===== src/rtl/fetch.sv =====
// Instruction fetch stage: requests one word from instruction memory, holds it until consumed, then advances the PC.
// Optional build macro FETCH_MISALIGN_TRAP_EN traps a misaligned redirect into a sticky FAULT state.
module fetch #(
    parameter logic [63:0] RESET_PC = 64'h0
) (
    input  logic        clk,
    input  logic        reset,
    input  logic [63:0] next_pc,
    input  logic        redirect,
    input  logic        stall,
    output logic        imem_req,
    output logic [63:0] imem_addr,
    input  logic        imem_ready,
    input  logic [31:0] imem_rdata,
    output logic [63:0] pc_out,
    output logic [63:0] PC4,
    output logic [31:0] inst,
    output logic        inst_valid,
    output logic        misalign
);

    localparam logic [31:0] NOP_INST = 32'h0000_0013;

    typedef enum logic [1:0] {
        IDLE  = 2'd0,
        REQ   = 2'd1,
        HOLD  = 2'd2
`ifdef FETCH_MISALIGN_TRAP_EN
        ,
        FAULT = 2'd3
`endif
    } state_t;

    state_t      state_r;
    state_t      state_next_s;
    logic [63:0] pc_r;
    logic [63:0] pc_next_s;
    logic [63:0] redirect_pc_s;
    logic [31:0] inst_r;
    logic [31:0] inst_next_s;
    logic        imem_req_r;
    logic        inst_valid_r;
    logic        misalign_r;

`ifdef FETCH_MISALIGN_TRAP_EN
    assign redirect_pc_s = next_pc;
`else
    assign redirect_pc_s = {next_pc[63:2], 2'b00};
`endif

    // Next-state, next-PC and instruction capture; redirect only matters on a consumption edge
    always_comb begin
        state_next_s = state_r;
        pc_next_s    = pc_r;
        inst_next_s  = inst_r;
        case (state_r)
            IDLE: begin
                state_next_s = REQ;
            end
            REQ: begin
                if (imem_ready) begin
                    inst_next_s  = imem_rdata;
                    state_next_s = HOLD;
                end else begin
                    state_next_s = REQ;
                end
            end
            HOLD: begin
                if (!stall) begin
                    if (redirect) begin
                        pc_next_s = redirect_pc_s;
`ifdef FETCH_MISALIGN_TRAP_EN
                        if (next_pc[1:0] != 2'b00) begin
                            state_next_s = FAULT;
                        end else begin
                            state_next_s = REQ;
                        end
`else
                        state_next_s = REQ;
`endif
                    end else begin
                        pc_next_s    = pc_r + 64'd4;
                        state_next_s = REQ;
                    end
                end else begin
                    state_next_s = HOLD;
                end
            end
`ifdef FETCH_MISALIGN_TRAP_EN
            FAULT: begin
                state_next_s = FAULT;
            end
`endif
            default: begin
                state_next_s = IDLE;
            end
        endcase
    end

    // State, PC, instruction and registered status outputs decoded from the next state
    always_ff @(posedge clk or posedge reset) begin
        if (reset) begin
            state_r      <= IDLE;
            pc_r         <= RESET_PC;
            inst_r       <= NOP_INST;
            imem_req_r   <= 1'b0;
            inst_valid_r <= 1'b0;
            misalign_r   <= 1'b0;
        end else begin
            state_r      <= state_next_s;
            pc_r         <= pc_next_s;
            inst_r       <= inst_next_s;
            imem_req_r   <= (state_next_s == REQ);
            inst_valid_r <= (state_next_s == HOLD);
`ifdef FETCH_MISALIGN_TRAP_EN
            misalign_r   <= (state_next_s == FAULT);
`else
            misalign_r   <= 1'b0;
`endif
        end
    end

    assign imem_req   = imem_req_r;
    assign imem_addr  = pc_r;
    assign pc_out     = pc_r;
    assign PC4        = pc_r + 64'd4;
    assign inst       = inst_r;
    assign inst_valid = inst_valid_r;
    assign misalign   = misalign_r;

endmodule


===== config.mk =====
export PLATFORM = sky130hd
export DESIGN_NAME = fetch
export DESIGN_NICKNAME = d
export VERILOG_FILES = /design/src/rtl/fetch.sv
export SDC_FILE = /design/constraint.sdc
export NUM_CORES = 1
export LEC_CHECK = 0
export CAP_MARGIN = 5
export CORE_MARGIN = 5
export CORE_UTILIZATION = 44
export DETAILED_ROUTE_END_ITERATION = 8
export GPL_ROUTABILITY_DRIVEN = 0
export PLACE_DENSITY = 0.85
export SLEW_MARGIN = 30
export SYNTH_ARGS = -nofsm -noshare
export SYNTH_HDL_FRONTEND = slang
export SYNTH_SLANG_ARGS = --single-unit

===== constraint.sdc =====
create_clock -name clk -period 9.8 [get_ports clk]
set_clock_uncertainty 0.1 [all_clocks]
set_input_delay 1.96 -clock clk [delete_from_list [all_inputs] [get_ports clk]]
set_output_delay 1.96 -clock clk [all_outputs]
set_load 0.01 [all_outputs]

==> flow_metrics.env <==
export IMPL_cts_max_level=3
export IMPL_synth_top_area_cell="dfrtp_1"
export IMPL_cp_slowest_cell="nor4_4"
export IMPL_final_cells=1254
export IMPL_synth_edf_count=0
export IMPL_async_reset_ff_share_pct=100
export IMPL_coreArea_um2=15900
export IMPL_synth_cells=828
export IMPL_grt_ovfl_total=0
export IMPL_fin_crit_ps=5930
export IMPL_port_buffer_count=318
export IMPL_grt_pass1_vias=6994
export IMPL_wl_per_cell_um=20.1
export IMPL_drv_cap=0
export IMPL_die_width_um=137
export IMPL_postCtsHoldBufs=0
export IMPL_cp_start_kind="flop"
export IMPL_wl_met3_um=2540
export IMPL_yosysMostFrequentCell="dfrtp_1"
export IMPL_drive_gt1_share_pct=8.38
export IMPL_cp_max_fo=15
export IMPL_rsz0062_at_grt="no"
export IMPL_cts_resized=0
export IMPL_top_layer="met4"
export IMPL_synth_area_per_cell_um2=8.59
export IMPL_nFillCells=1340
export IMPL_tritoncts="yes"
export IMPL_io_pin_count=328
export IMPL_setup_viol=0
export IMPL_clk_latency_ps=350
export IMPL_ys_seq_elements=98
export IMPL_crit_type="flop to primary output"
export IMPL_maxSlewHeadroom_pct=41.3
export IMPL_drc=0
export IMPL_fin_util_pct=63.8
export IMPL_setup_tns_ps=0
export IMPL_crit_family="simple AND/OR/NAND/NOR gates"
export IMPL_cellLeakagePower_nw=3.90
export IMPL_fp_row_count=46
export IMPL_diodes=0
export IMPL_multi_input_area_um2=3830
export IMPL_hp_class="flop to flop"
export IMPL_grt_antenna_before_repair=0
export IMPL_slew_viol_final=0
export IMPL_initial_utilization_pct=44.8
export IMPL_synth_top_cells_by_count="dfrtp_1, buf_4, nand2_1, nand3_1, nor2_1"
export IMPL_power_total_mw=2.68
export IMPL_max_stage_delay_ps=840
export IMPL_power_density_nw_per_um2=264
export IMPL_die_h_um=137
export IMPL_synth_top_area_share_pct=33.4
export IMPL_nets=1135
export IMPL_wl_met1_um=9560
export IMPL_cp_end_kind="primary output"
export IMPL_arrival_ps=3870
export IMPL_worst_pin_slew_ps=874
export IMPL_required_ps=7740
export IMPL_ir_worst_vdd_uv=176
export IMPL_synthToLayoutAreaGrowth_pct=42.5
export IMPL_yosys_top_cells_area="dfrtp_1, buf_4, mux2_2"
export IMPL_grt_max_degree=86
export IMPL_die_area_um2=18800
export IMPL_clkSinkCount=98
export IMPL_hold_viol=0
export IMPL_cts_buffers=9
export IMPL_path_clk_slew_ps=70
export IMPL_grt_pass1_wl_um=38600
export IMPL_grt_total_usage_pct=26.2
export IMPL_min_period_over_period_pct=60.5
export IMPL_cp_cell_sequence="ha_1, nand3_1, nor4_4, nand3_1, nor2_1, xor2_1, clkdlybuf4s50_1"
export IMPL_syn_area_um2=7110
export IMPL_drt_pass1_iter_count=6
export IMPL_dp_hpwl_um=18500
export IMPL_drt_antenna_violating_nets=0
export IMPL_avgViaCountPerCell=5.79
export IMPL_num_vias=7266
export IMPL_clock_tree_root_cell="clkbuf_16"
export IMPL_status="finished clean"
export IMPL_hold_slack_ps=404
export IMPL_routed_wl_um=25100
export IMPL_path_common_cell="nand3_1"
export IMPL_clock_path_buffers=2
export IMPL_synthFlopType="dfrtp_1"
export IMPL_fmax_ghz=0.169
export IMPL_critPathBufInv=1
export IMPL_final_seq_area_um2=2460
export IMPL_post_cts_buffers=0
export IMPL_yosysSeqAreaShare_pct=34.5
export IMPL_dr_first_iter_drc_count=600
export IMPL_ys_types=63
export IMPL_met2_length_um=12400
export IMPL_synth_yosys_warnings=0
export IMPL_dp_cells=1238
-- placed cells by master (no fill, tap or decap), drive strengths merged, types with 6 or more instances in the layout --
master / n
nand4: 31
buf: 9
mux2: 34
nor2b: 6
nand2: 63
and3: 23
clkdlybuf4s50: 317
nor4: 21
nand3: 59
or4: 10
a31oi: 8
clkbuf: 9
conb: 7
or3: 15
o2bb2ai: 8
mux2i: 8
a21oi: 30
nor2: 55
a22oi: 10
dfrtp: 95
nor3: 32
xor2: 27
inv: 14
xnor2: 33
o211ai: 8
o21ai: 44
-- through the flow --
stage | area (um2) | setup slack (ps)
6_report | 10100 | 3870
5_1_grt | 10100 | 3650
4_1_cts | 10100 | 3890
3_5_place_dp | 9850 | 4300
3_3_place_gp | 9850 | 4350
2_1_floorplan | 7130 | 5180
-- worst register-to-register path, stage by stage (launching register included) --
cell and delay (ps):
dfrtp_1 490, ha_1 330, nand3_1 270, nor4_4 840, nand3_1 560, or4_1 650
nand3_1 90
-- layer usage --
layer / up-vias / GRT usage (%)
li1: 3324 / -
met1: 3507 / 32.8
met2: 393 / 44.0
met3: 42 / 6.51
met4: 0 / 9.09
met5: - / 0
-- state kept, by name, indices dropped and copies added, names as in the netlist --
name / cells
inst_valid: 1
inst: 32
imem_addr: 62
imem_req: 1
state_r: 2
-- worst paths after layout --
check | startpoint | slack, ps | endpoint | cells past startpoint
max | imem_addr[2] | 3870 | PC4[40] | 7
min | inst[24] | 400 | inst[24] | 1
max reg2reg | imem_addr[2] | 6400 | imem_addr[44] | 6
min reg2reg | inst[24] | 400 | inst[24] | 1
max in group asynchronous | reset | 6490 | imem_addr[48] | 3
min in group asynchronous | reset | 1920 | imem_addr[5] | 2
-- cells by family after synthesis --
logic type                 after synthesis  share of synthesized area (%)
xor gates and xnor gates                60                           7.39
and+or+nand+nor                        333                           26.3
AOI/OAI and AO/OA                      143                           13.0
muxes                                   42                           6.51
adders and majority gates                1                          0.176
other                                    1                         0.0527
buffers and inverters                  150                           12.0
DFF                                     98                           34.5
-- where the power goes --
group	switching [mW]	internal, mW
clock	0.180	0.178
sequential	0.284	0.570
combinational	0.628	0.837
-- final cells by class --
class	instances	share of cell area, %
inverters	12	0.469
well taps	216	2.67
clock inverters	7	0.617
multi-input cells	586	37.8
repair buffers	326	32.0
clock buffers	9	2.22
flip-flops and latches	98	24.2
Note: power is estimated with default switching activity, not from simulation.
